### src/rtl/uart_pkg.sv
// Shared definitions for the UART transmit path: FSM states, parity
// encodings and the default bit period.
package uart_pkg;

  typedef enum logic [2:0] {
    S_IDLE,
    S_FETCH,
    S_WAIT,
    S_START,
    S_DATA,
    S_PARITY,
    S_STOP
  } tx_state_t;

  localparam int unsigned PAR_NONE = 0;
  localparam int unsigned PAR_ODD  = 1;
  localparam int unsigned PAR_EVEN = 2;

  localparam int unsigned DEFAULT_CLKS_PER_BIT = 434;

endpackage

### src/rtl/uart_baud_tick.sv
// Bit-period counter: strobes tick on the last cycle of every bit period,
// held at zero while clear is high so the first bit gets a full period.
module uart_baud_tick
  import uart_pkg::*;
#(
  parameter int unsigned CLKS_PER_BIT = DEFAULT_CLKS_PER_BIT
) (
  input  logic clk,
  input  logic rst_n,
  input  logic clear,
  output logic tick
);

  localparam int unsigned CW = $clog2(CLKS_PER_BIT);

  logic [CW-1:0] cnt;

  assign tick = !clear && (cnt == CW'(CLKS_PER_BIT - 1));

  always_ff @(posedge clk or negedge rst_n) begin
    if (!rst_n) begin
      cnt <= '0;
    end else if (clear || tick) begin
      cnt <= '0;
    end else begin
      cnt <= cnt + 1'b1;
    end
  end

endmodule

### src/rtl/uart_tx_drain.sv
// UART transmitter that drains a read-latency-1 buffer: fetches one word,
// serialises it as start/data/parity/stop, and repeats while enabled.
module uart_tx_drain
  import uart_pkg::*;
#(
  parameter int unsigned CLKS_PER_BIT = DEFAULT_CLKS_PER_BIT,
  parameter int unsigned DATA_BITS    = 8,
  parameter int unsigned PARITY       = PAR_NONE,
  parameter int unsigned STOP_BITS    = 1
) (
  input  logic                 clk,
  input  logic                 rst_n,
  input  logic                 tx_en,
  input  logic                 fifo_empty,
  output logic                 fifo_rd_en,
  input  logic                 fifo_rd_valid,
  input  logic [DATA_BITS-1:0] fifo_rd_data,
  output logic                 txd,
  output logic                 busy,
  output logic                 tx_done,
  output logic                 underrun
);

  localparam int unsigned IW = $clog2(DATA_BITS);

  tx_state_t            state;
  logic [IW-1:0]        bit_idx;
  logic [DATA_BITS-1:0] shreg;
  logic                 par_bit;
  logic                 stop_idx;
  logic                 bit_tick;
  logic                 baud_clear;

  // The bit timer only runs while a frame is on the line.
  assign baud_clear = (state == S_IDLE) || (state == S_FETCH) || (state == S_WAIT);

  uart_baud_tick #(
    .CLKS_PER_BIT(CLKS_PER_BIT)
  ) u_baud (
    .clk  (clk),
    .rst_n(rst_n),
    .clear(baud_clear),
    .tick (bit_tick)
  );

  always_ff @(posedge clk or negedge rst_n) begin
    if (!rst_n) begin
      state      <= S_IDLE;
      txd        <= 1'b1;
      busy       <= 1'b0;
      fifo_rd_en <= 1'b0;
      tx_done    <= 1'b0;
      underrun   <= 1'b0;
      bit_idx    <= '0;
      shreg      <= '0;
      par_bit    <= 1'b0;
      stop_idx   <= 1'b0;
    end else begin
      fifo_rd_en <= 1'b0;
      tx_done    <= 1'b0;
      underrun   <= 1'b0;
      case (state)
        S_IDLE: begin
          if (tx_en && !fifo_empty) begin
            state      <= S_FETCH;
            fifo_rd_en <= 1'b1;
            busy       <= 1'b1;
          end
        end
        S_FETCH: begin
          state <= S_WAIT;
        end
        S_WAIT: begin
          if (fifo_rd_valid) begin
            shreg   <= fifo_rd_data;
            par_bit <= (^fifo_rd_data) ^ (PARITY == PAR_ODD);
            state   <= S_START;
            txd     <= 1'b0;
          end else begin
            underrun <= 1'b1;
            busy     <= 1'b0;
            state    <= S_IDLE;
          end
        end
        S_START: begin
          if (bit_tick) begin
            state   <= S_DATA;
            txd     <= shreg[0];
            shreg   <= shreg >> 1;
            bit_idx <= '0;
          end
        end
        S_DATA: begin
          if (bit_tick) begin
            if (bit_idx == IW'(DATA_BITS - 1)) begin
              if (PARITY != PAR_NONE) begin
                state <= S_PARITY;
                txd   <= par_bit;
              end else begin
                state    <= S_STOP;
                txd      <= 1'b1;
                stop_idx <= 1'b0;
              end
            end else begin
              bit_idx <= bit_idx + 1'b1;
              txd     <= shreg[0];
              shreg   <= shreg >> 1;
            end
          end
        end
        S_PARITY: begin
          if (bit_tick) begin
            state    <= S_STOP;
            txd      <= 1'b1;
            stop_idx <= 1'b0;
          end
        end
        S_STOP: begin
          if (bit_tick) begin
            if (stop_idx == 1'(STOP_BITS - 1)) begin
              state   <= S_IDLE;
              busy    <= 1'b0;
              tx_done <= 1'b1;
            end else begin
              stop_idx <= 1'b1;
            end
          end
        end
        default: begin
          state <= S_IDLE;
          txd   <= 1'b1;
          busy  <= 1'b0;
        end
      endcase
    end
  end

endmodule

### config.mk
export PLATFORM = sky130hd
export DESIGN_NAME = uart_tx_drain
export DESIGN_NICKNAME = d
export VERILOG_FILES = /design/src/rtl/uart_pkg.sv /design/src/rtl/uart_baud_tick.sv /design/src/rtl/uart_tx_drain.sv
export SDC_FILE = /design/constraint.sdc
export NUM_CORES = 1
export LEC_CHECK = 0
export CAP_MARGIN = 20
export CORE_MARGIN = 2
export CORE_UTILIZATION = 53
export CTS_BUF_LIST = sky130_fd_sc_hd__clkbuf_16
export DETAILED_ROUTE_END_ITERATION = 8
export PLACE_DENSITY = 0.75
export SYNTH_ARGS = -nofsm -noshare
export SYNTH_HDL_FRONTEND = slang
export SYNTH_HIERARCHICAL = 1
export SYNTH_SLANG_ARGS = --single-unit
### constraint.sdc
create_clock -name clk -period 3.26 [get_ports clk]
set_input_delay 0.978 -clock clk [delete_from_list [all_inputs] [get_ports clk]]
set_output_delay 0.978 -clock clk [all_outputs]
set_load 0.03 [all_outputs]
==> impl_results.md, run 1 <==
* CP Cell Sequence: clkdlybuf4s50_1
* Number of global-route vias before repair at 1510
* Worst Path Required at 2.28 ns
* Arrival time at the worst endpoint at 1.46 ns
* Maximum number of pins on one net before global-route repair at 49
* Post-layout minimum cycle time at 2.44 ns
* Reg2Reg Depth at 7
* Multi-input logic area at 1100 um2
* Leakage at 0.929 nW
* Post-synth ARST share at 100%
* CP peak stage delay at 0.66 ns
* Main flop type after synthesis: dfrtp_1
* Slew margin rel. at 55.2%
* # diodes at 0
* Worst Setup End Kind: output port
* Setup-failing EPs final at 0
* Initial DRT Pass Iterations at 4
* First DRT Iteration DRCs at 204
* Gr usage total at 21.5%
* Syn Nets at 223
* Post-synthesis cell count at 206
* Share of cells above drive strength 1 at 10.6%
* Worst hold path class: flop to flop
* CP max stage cell: clkdlybuf4s50_1
* First-pass GRT wire length at 7090 um
* Vert. Die Dim at 64.4 um
* Slew at the pin closest to its max-slew limit at 0.653 ns
* RSZ-0062 raised after global routing: false
* Layout Utilization at 64.4%
* Post-CTS Setup Inserts at 0
* Clock sink count at 28
* DR vias at 1670
* Critical Path Stages at 1
* Drt total wl at 4330 um
* Maximum vdd drop at 212 uV
* Finished Layout Cells at 262
* Vias per cell at 6.37
* Num CTS Buffers at 3
* Area of the die at 4140 um2
* Delay-heaviest family, CP: buffers and inverters
* Ranking of synthesized cells by area: dfrtp_1 (35%), nor3_1 (3.9%), o221ai_1 (3.6%)
* Clock transition at path regs at 0.07 ns
* Cell Area, Placed at 2090 um2
* Max-cap viol count at 0
* Max clock buf depth at 2
* Clk_lat worst skew at 0.26 ns
* Initial antenna violation count at 0
* Row Count at 21
* Fmax at 410 MHz
* Total congestion overflow at 0
* # hold bufs at CTS at 0
* Post-synth EDFFs at 0
* CTS resizes at 0
* Port bufs at 17
* CTS H-tree depth at 1
* Nets@finish at 234
* CP Launch Type: flop
* GPL Wtd Cong at 0.793
* Syn Std Cell Area at 1930 um2
* Post-DP HPWL at 2850 um
* Final Hold Vio Count at 0
* Core box area at 3420 um2
* Area grow syn2layout at 13.9%
* Seq cells post-synth at 28
* Initial Utilization at 56.5%
* Area leader, netlist: dfrtp_1
* Cell with the most instances after synthesis: dfrtp_1
* Critical path type: flop to output port
* Setup_tns at 0 ns
* DRT antenna net count at 0
* Worst-path fanout max at 2
* Worst hold stages at 2
* Outcome: complete, no violations
* Count of pins over their slew limit at 0
* Final total power at 0.749 mW
* Drt wl/cell at 16.5 um
* Die width at 64.4 um
* PwrDens at 340 nW/um2
* Root buf cell: clkbuf_16
* IO Count at 18
* CTS tree: yes
* Syn Area/Cell at 9.37 um2
* Skew final at 0.00450 ns
* Cells after DPL at 258
* Register area at 702 um2
* Netlist cell types at 52
* Register area share after synthesis at 36.4%
* DR DRC count at 0
* Crit path buffers/inverters at 1
* Fill count at 275
* Crit share post-route at 74.7%
* Warnings from Yosys at 6
* Finished Cell Area at 2200 um2
* Post-synth top area share at 35.0%
* Commonest cells in the netlist: dfrtp_1 (27), nor3_1 (15), a21oi_1 (12), nand2b_1 (11)
path summary, 6_finish.rpt:
path / from / to / slack, ns
worst min register to register: txd$_DFFE_PN1P_ / txd$_DFFE_PN1P_ / 0.50
max in group asynchronous: rst_n / shreg[6]$_DFFE_PN0P_ / 1.53
worst max register to register: state[1]$_DFFE_PN0P_ / shreg[0]$_DFFE_PN0P_ / 0.87
min in group asynchronous: rst_n / u_baud/cnt[5]$_DFF_PN0_ / 1.08
worst max-delay path: txd$_DFFE_PN1P_ / txd / 0.82
worst min-delay path: txd$_DFFE_PN1P_ / txd$_DFFE_PN1P_ / 0.50
state kept, by name, summed over array words and instances, names as in the netlist:
signal      flops
shreg           8
busy            1
txd             1
fifo_rd_en      1
state           3
bit_idx         3
u_baud/cnt      9
underrun        1
tx_done         1
per-stage QoR:
stage          hold slack, ns  setup WS [ns]
3_5_place_dp            0.485          0.764
5_1_grt                 0.512          0.657
6_report                0.497          0.823
2_1_floorplan           0.470          0.991
4_1_cts                 0.496          0.820
3_3_place_gp            0.485          0.809
tightest hold or removal path, cell delays in order (launching register included):
cell and delay (ns):
dfstp_2 0.37, inv_1 0.05, a32oi_1 0.07
area by class of cell:
type | count | share of cell area [%]
clock buffers | 3 | 3.41
inverters | 7 | 1.19
flip-flops and latches | 28 | 31.9
clock inverters | 1 | 1.37
repair buffers | 22 | 9.44
well taps | 46 | 2.62
multi-input cells | 155 | 50.1
logic make-up (layout without fill, tap and decap cells):
kind of cell             Yosys count  count (layout)  synth area share [%]
AO/OA/AOI/OAI                     59              59                  23.5
XOR/XNOR                           4               4                  1.81
adder cells (fa/ha/maj)            4               4                  2.59
buffers and inverters             23              33                  6.61
flip-flops                        28              28                  36.4
multiplexers                       3               3                  1.62
AND/OR/NAND/NOR                   85              85                  27.5
report_power, final:
part	internal [mW]	switching [mW]
combinational	0.0181	0.0151
clock	0.245	0.123
sequential	0.348	0.000471
placed cells by master (no fill, tap or decap), drive strengths merged, types with 4 or more instances in the layout:
master | Yosys | final
nand3 | 4 | 4
nand2b | 11 | 11
a21oi | 12 | 12
o21a | 7 | 7
inv | 6 | 6
nor2 | 10 | 10
clkdlybuf4s50 | 0 | 17
ha | 4 | 4
buf | 16 | 5
nand2 | 6 | 6
o221ai | 8 | 8
nor3 | 15 | 15
dfrtp | 27 | 27
o41ai | 7 | 7
o21ai | 8 | 8
nor2b | 10 | 10
or3b | 9 | 9
nor3b | 5 | 5
layer usage:
layer  global-route usage (%)  share of wire, %
met1                     30.0                45
met2                     35.0                49
met3                     2.99               4.0
met4                     5.59              0.97
met5                        0                 0
No activity file was read; power rests on OpenSTA's default activity.
==> run 2, diff against run 1 <==
- clock period: 3.26 -> 2.5 ns (I/O delays scaled with it)
==> run 2 against run 1 <==
Clock power increased by 30%. Via count decreased by 1.2%. Sequential share of layout area decreased by 0.11 points. Die area unchanged. Highest routed layer unchanged. Worst setup slack got worse by 0.57 ns. Critical endpoint is now shreg[2]$_DFFE_PN0P_. Wire length decreased by 4.2%. Register-to-register slack got worse by 0.62 ns. Worst hold slack improved by 0.0094 ns. Sequential cell count unchanged. First-iteration DRC count decreased by 23%.
==> impl_results.md, run 2 (synthesis results as in run 1) <==
* Outcome: complete, no violations
* First-pass GRT wire length at 7330 um (+3.5%)
* Worst-path fanout max at 12 (+10)
* Number of global-route vias before repair at 1664 (+10%)
* DR DRC count at 0 (unchanged)
* Max-cap viol count at 0 (unchanged)
* Fmax at 445 MHz
* Most common cell after layout, fill and taps aside: dfrtp_1
* Initial antenna violation count at 0 (unchanged)
* Multi-input logic area at 1100 um2 (unchanged)
* Port bufs at 17 (unchanged)
* Biggest register: u_baud/cnt
* Post-DP HPWL at 2820 um (-0.92%)
* Clk_lat worst skew at 0.26 ns (about the same)
* Finished Cell Area at 2210 um2 (+0.34%)
* Die width at 64.4 um (unchanged)
* Total congestion overflow at 0 (unchanged)
* Cell Area, Placed at 2100 um2 (+0.36%)
* # diodes at 0 (unchanged)
* Maximum vdd drop at 367 uV (+73%)
* CTS resizes at 0 (unchanged)
* Commonest cells after routing, fill and taps aside: dfrtp_1 (27), clkdlybuf4s50_1 (17), nor3_1 (15)
* Worst hold path class: flop to flop
* Drt wl/cell at 15.8 um (-4.6%)
* Clock transition at path regs at 0.07 ns (about the same)
* GPL Wtd Cong at 0.778 (-1.9%)
* Worst Setup End Kind: flop
* Core box area at 3420 um2 (unchanged)
* Slew at the pin closest to its max-slew limit at 0.607 ns (-0.0462 ns)
* Area grow syn2layout at 14.3%
* Setup_tns at 0 ns (unchanged)
* DRT antenna net count at 0 (unchanged)
* RSZ-0062 raised after global routing: false
* Dpl ws at 0.223 ns (-0.541 ns)
* Critical path type: flop to flop
* Fin worst setup slack at 0.252 ns (-0.572 ns)
* Worst Path Required at 2.65 ns (+0.37 ns)
* Register area at 702 um2 (unchanged)
* Share of cells above drive strength 1 at 11.1% (+0.41 points)
* Nets@finish at 235 (+0.43%)
* Maximum number of pins on one net before global-route repair at 49 (unchanged)
* Clock sink count at 28 (unchanged)
* Reg2Reg Depth at 6 (-1)
* First DRT Iteration DRCs at 157 (-23%)
* Vias per cell at 6.27 (-1.6%)
* Crit share post-route at 89.9%
* Worst hold stages at 2 (unchanged)
* CP Launch Type: flop
* Area of the die at 4140 um2 (unchanged)
* # hold bufs at CTS at 0 (unchanged)
* Drt total wl at 4150 um (-4.2%)
* CTS H-tree depth at 1 (unchanged)
* Skew final at 0.00511 ns (+0.000614 ns)
* Max clock buf depth at 2 (unchanged)
* Root buf cell: clkbuf_16
* CTS tree: yes
* Largest regs: u_baud/cnt: 9 flops, shreg: 8 flops
* Post-CTS Setup Inserts at 0 (unchanged)
* Arrival time at the worst endpoint at 2.39 ns (+0.93 ns)
* Leakage at 0.933 nW (+0.45%)
* DR vias at 1650 (-1.2%)
* Gr usage total at 22.3% (+0.82 points)
* Slew margin rel. at 58.4% (+3.2 points)
* Vert. Die Dim at 64.4 um (unchanged)
* Initial Utilization at 56.5% (unchanged)
* Final Hold Vio Count at 0 (unchanged)
* Setup-failing EPs final at 0 (unchanged)
* Post-layout minimum cycle time at 2.25 ns
* Fill count at 287 (+4.4%)
* Num CTS Buffers at 3 (unchanged)
* Largest register FFs at 9 (unchanged)
* Initial DRT Pass Iterations at 4 (unchanged)
* IO Count at 18 (unchanged)
* PwrDens at 441 nW/um2 (+30%)
* Row Count at 21 (unchanged)
* Count of pins over their slew limit at 0 (unchanged)
run 2: cell count changes in the layout (fill, tap and decap cells not counted):
cell,previous run,this run
buf_4,5,6
run 2: worst max-delay path, stage by stage (launching register included):
cell,delay [ns]
dfrtp_1,0.45
or3_4,0.43
nor4_1,0.24
buf_4,0.22
and2b_1,0.25
a22oi_4,0.13
o41ai_1,0.42
run 2: final cells by class:
cell class | count | share of cell area [%]
Clock inverter | 1 | 1.36
Tap cell | 46 | 2.61
Timing Repair Buffer | 23 | 9.75
Multi-Input combinational cell | 155 | 49.9
Clock buffer | 3 | 3.40
Sequential cell | 28 | 31.8
Inverter | 7 | 1.19
run 2: per-stage QoR:
stage	std cells	hold slack, ns	util, %	power, mW
after global placement	259	0.491	61.5	0.505
after detailed placement	259	0.506	61.5	0.507
final	263	0.507	64.6	0.974
after floorplan	206	0.454	-	0.471
after global routing	263	0.539	64.6	1.00
after CTS	263	0.519	64.6	0.979
run 2: final timing paths:
check	slack, ns	end	startpoint
min reg2reg	0.51	txd$_DFFE_PN1P_	txd$_DFFE_PN1P_
max reg2reg	0.25	shreg[2]$_DFFE_PN0P_	u_baud/cnt[2]$_DFF_PN0_
max	0.25	shreg[2]$_DFFE_PN0P_	u_baud/cnt[2]$_DFF_PN0_
min	0.51	txd$_DFFE_PN1P_	txd$_DFFE_PN1P_
min in group asynchronous	0.87	busy$_DFFE_PN0P_	rst_n
max in group asynchronous	1.33	txd$_DFFE_PN1P_	rst_n
run 2: report_power, final:
| part | switching (mW) | internal (mW) | total [mW] |
|---|---|---|---|
| Sequential | 0.000600 | 0.454 | 0.454 |
| Combinational | 0.0199 | 0.0236 | 0.0435 |
| Clock | 0.157 | 0.319 | 0.476 |
| Total | 0.177 | 0.796 | 0.974 |
run 2: layer usage:
layer  track usage (%)  routed length, um
met1              29.3               1860
met2              36.5               2030
met3              3.70                200
met4              9.31                 51
met5                 0                  0
==> run 3, diff against run 2 <==
- ABC_AREA: default -> 1
- CTS_BUF_LIST: sky130_fd_sc_hd__clkbuf_16 -> sky130_fd_sc_hd__clkbuf_4 sky130_fd_sc_hd__clkbuf_8 sky130_fd_sc_hd__clkbuf_16
- SLEW_MARGIN: default -> 30
==> run 3 against run 2 <==
Worst setup slack got worse by 0.045 ns. Worst hold slack got worse by 0.036 ns. Clock power decreased by 53%. Non-clock buffer count decreased by 4. Sequential share of layout area increased by 2.4 points. Critical path depth decreased by 5. Register-to-register slack improved by 0.15 ns. Cell count increased by 13%. Cell area decreased by 7.0%. Via count decreased by 13%. Wire length decreased by 23%. Largest power group is now combinational logic.
==> impl_results.md, run 3 <==
* Outcome: complete, no violations
* Core box area at 3310 um2 (-3.1%)
* PwrDens at 954 nW/um2 (+120%)
* Combinational share of power at 53.1% (+49 points)
* Area grow syn2layout at 12.7%
* Vert. Die Dim at 62.6 um (-2.7%)
* Netlist cell types at 30 (-42%)
* Syn Std Cell Area at 1820 um2 (-5.6%)
* CTS H-tree depth at 1 (unchanged)
* Main flop type after synthesis: dfrtp_1
* Share of cells above drive strength 1 at 16.8% (+5.7 points)
* Row Count at 21 (unchanged)
* Cells after DPL at 292 (+13%)
* Setup_tns at 0 ns (unchanged)
* RSZ-0062 raised after global routing: false
* R2r endpoint: shreg[1]$_DFFE_PN0P_
* Crit path buffers/inverters at 1 (unchanged)
* Root buf cell: clkbuf_4
* WHS Endpoint: txd$_DFFE_PN1P_
* Final Hold Vio Count at 0 (unchanged)
* Finished Layout Cells at 296 (+13%)
* Arrival time at the worst endpoint at 1.54 ns (-0.85 ns)
* Maximum vdd drop at 428 uV (+17%)
* Drt total wl at 3180 um (-23%)
* Warnings from Yosys at 6 (unchanged)
* Syn Area/Cell at 7.89 um2 (-16%)
* Maximum number of pins on one net before global-route repair at 29 (-41%)
* Worst-path fanout max at 2 (-10)
* Num CTS Buffers at 3 (unchanged)
* Largest register FFs at 9 (unchanged)
* Hold wc startpoint: txd$_DFFE_PN1P_
* Post-CTS Setup Inserts at 0 (unchanged)
* Initial antenna violation count at 0 (unchanged)
* Clk_lat worst skew at 0.33 ns (+0.07 ns)
* Drt wl/cell at 10.7 um (-32%)
* Clock sink count at 28 (unchanged)
* Worst Path Required at 1.75 ns (-0.90 ns)
* Worst hold path class: flop to flop
* CTS resizes at 0 (unchanged)
* Post-synthesis cell count at 231 (+12%)
* Max clock buf depth at 2 (unchanged)
* CP peak stage delay at 0.66 ns (+0.21 ns)
* Post-synth ARST share at 100% (unchanged)
* Leakage at 1.02 nW (+9.0%)
* Reg2Reg Depth at 10 (+4)
* Final total power at 1.96 mW (+100%)
* Vias per cell at 4.88 (-22%)
* Cell with the most instances after synthesis: nand2_1
* Initial Utilization at 55.0% (-1.5 points)
* Post-DP HPWL at 2410 um (-15%)
* Number of global-route vias before repair at 1310 (-21%)
* Port bufs at 17 (unchanged)
* CP Launch Type: flop
* CTS tree: yes
* Syn Nets at 248 (+11%)
* Initial DRT Pass Iterations at 4 (unchanged)
* Commonest cells in the netlist: nand2_1 (78), dfrtp_1 (27), nand3_1 (27), nor2_1 (23), inv_1 (19)
* Post-layout minimum cycle time at 2.29 ns (+0.0447 ns)
* Clock share of power at 11.5% (-37 points)
* Seq cells post-synth at 28 (unchanged)
* # hold bufs at CTS at 0 (unchanged)
* CP max stage cell: clkdlybuf4s50_1
* Area leader, netlist: dfrtp_1
* Sw frac at 46.4% (+28 points)
* Reg-to-reg setup timing slack at 0.40 ns (+0.15 ns)
* Crit path launch: txd$_DFFE_PN1P_
* Reg power frac at 35.4% (-11 points)
* DRT antenna net count at 0 (unchanged)
* First-pass GRT wire length at 5690 um (-22%)
* CP Cell Sequence: clkdlybuf4s50_1
* Count of pins over their slew limit at 0 (unchanged)
* Largest regs: u_baud/cnt: 9 flops, shreg: 8 flops
* # diodes at 0 (unchanged)
* Skew final at 0.00773 ns (+0.00262 ns)
* Multi-input logic area at 950 um2 (-14%)
* Worst Setup End Kind: output port
* GPL Wtd Cong at 0.873 (+12%)
* First DRT Iteration DRCs at 78 (-50%)
* Layout Utilization at 62.0% (-2.6 points)
* WHS at 0.470 ns (-0.0363 ns)
* Slew at the pin closest to its max-slew limit at 0.481 ns (-0.126 ns)
* Total congestion overflow at 0 (unchanged)
* Nets@finish at 268 (+14%)
* Worst hold stages at 2 (unchanged)
* Fmax at 436 MHz (-1.9%)
* Delay-heaviest family, CP: buffers and inverters
* Max-cap viol count at 0 (unchanged)
* Register area share after synthesis at 38.5% (+2.2 points)
* Commonest cells after routing, fill and taps aside: nand2_1 (78), nand3_1 (27), dfrtp_1 (27)
* Fill count at 316 (+10%)
* P_int at 1.05 mW (+32%)
* Clock transition at path regs at 0.15 ns (+0.08 ns)
* Die width at 62.6 um (-2.7%)
* R2R Path Start: state[2]$_DFFE_PN0P_
* Area of the die at 3920 um2 (-5.3%)
* Psw at 0.908 mW (+410%)
* Crit share post-route at 91.7% (+1.8 points)
* Slew margin rel. at 67.9% (+9.5 points)
* DR vias at 1443 (-13%)
* Biggest register: u_baud/cnt
* IO Count at 18 (unchanged)
* Register area at 702 um2 (unchanged)
* Ranking of synthesized cells by area: dfrtp_1 (37%), nand2_1 (16%), nand3_1 (7.4%)
* Post-synth EDFFs at 0 (unchanged)
* Setup-failing EPs final at 0 (unchanged)
* Post-synth top area share at 37.1% (+2.1 points)
* Critical path type: flop to output port
* Gr usage total at 17.6% (-4.7 points)
* Most common cell after layout, fill and taps aside: nand2_1
* DR DRC count at 0 (unchanged)
==> run 3: changes by cell type after synthesis, moves of 10 or more <==
| cell | before | now |
|---|---|---|
| a21oi_1 | 12 | 1 |
| inv_1 | 6 | 19 |
| nand2_1 | 6 | 78 |
| nand2b_1 | 11 | 0 |
| nand3_1 | 4 | 27 |
| nor2_1 | 10 | 23 |
| nor2b_1 | 10 | 0 |
| nor3_1 | 15 | 0 |
==> run 3: final cells by class <==
cell class | count | area share (%)
clock buffers | 4 | 1.77
inverters | 24 | 5.97
multi-input cells | 175 | 46.3
flip-flops and latches | 28 | 34.2
well taps | 46 | 2.80
repair buffers | 19 | 9.02
==> run 3: power groups by stage <==
stage	Clock (mW)	Combinational (mW)	Sequential, mW
final	0.225	1.04	0.694
after CTS	0.230	1.05	0.692
after floorplan	0	0.859	0.705
after detailed placement	0	1.05	0.702
after global routing	0.251	1.17	0.712
after global placement	0	1.04	0.697
==> run 3: worst max-delay path by stage <==
stage,endpoint,slack [ns],cells after the start
floorplan,shreg[0]$_DFFE_PN0P_,0.82,12
global placement,shreg[3]$_DFFE_PN0P_,0.50,10
detailed placement,shreg[4]$_DFFE_PN0P_,0.43,10
CTS,txd,0.19,1
global route,txd,0.16,1
finish,txd,0.21,1
==> run 3: kinds of logic (layout without fill, tap and decap cells) <==
family,after synthesis,in the layout,synth area share [%]
compound gates,10,10,3.71
xor+xnor,3,3,1.44
fa+ha+maj,4,4,2.75
buf+inv,28,47,9.34
flops,28,28,38.5
simple gates,158,158,44.2
==> run 3: routing by layer <==
layer  global-route usage (%)  up-vias  share of wire, %
met4                     5.56        0               1.0
met3                     2.52        4               2.7
li1                         -      761                 -
met2                     28.1       22                46
met1                     24.9      656                50
met5                        0        -                 0
==> run 3: metrics by stage <==
step | setup WS, ns | area, um2
floorplan | 0.821 | 1820
global placement | 0.505 | 2020
detailed placement | 0.429 | 2020
CTS | 0.191 | 2050
global route | 0.157 | 2050
finish | 0.207 | 2050
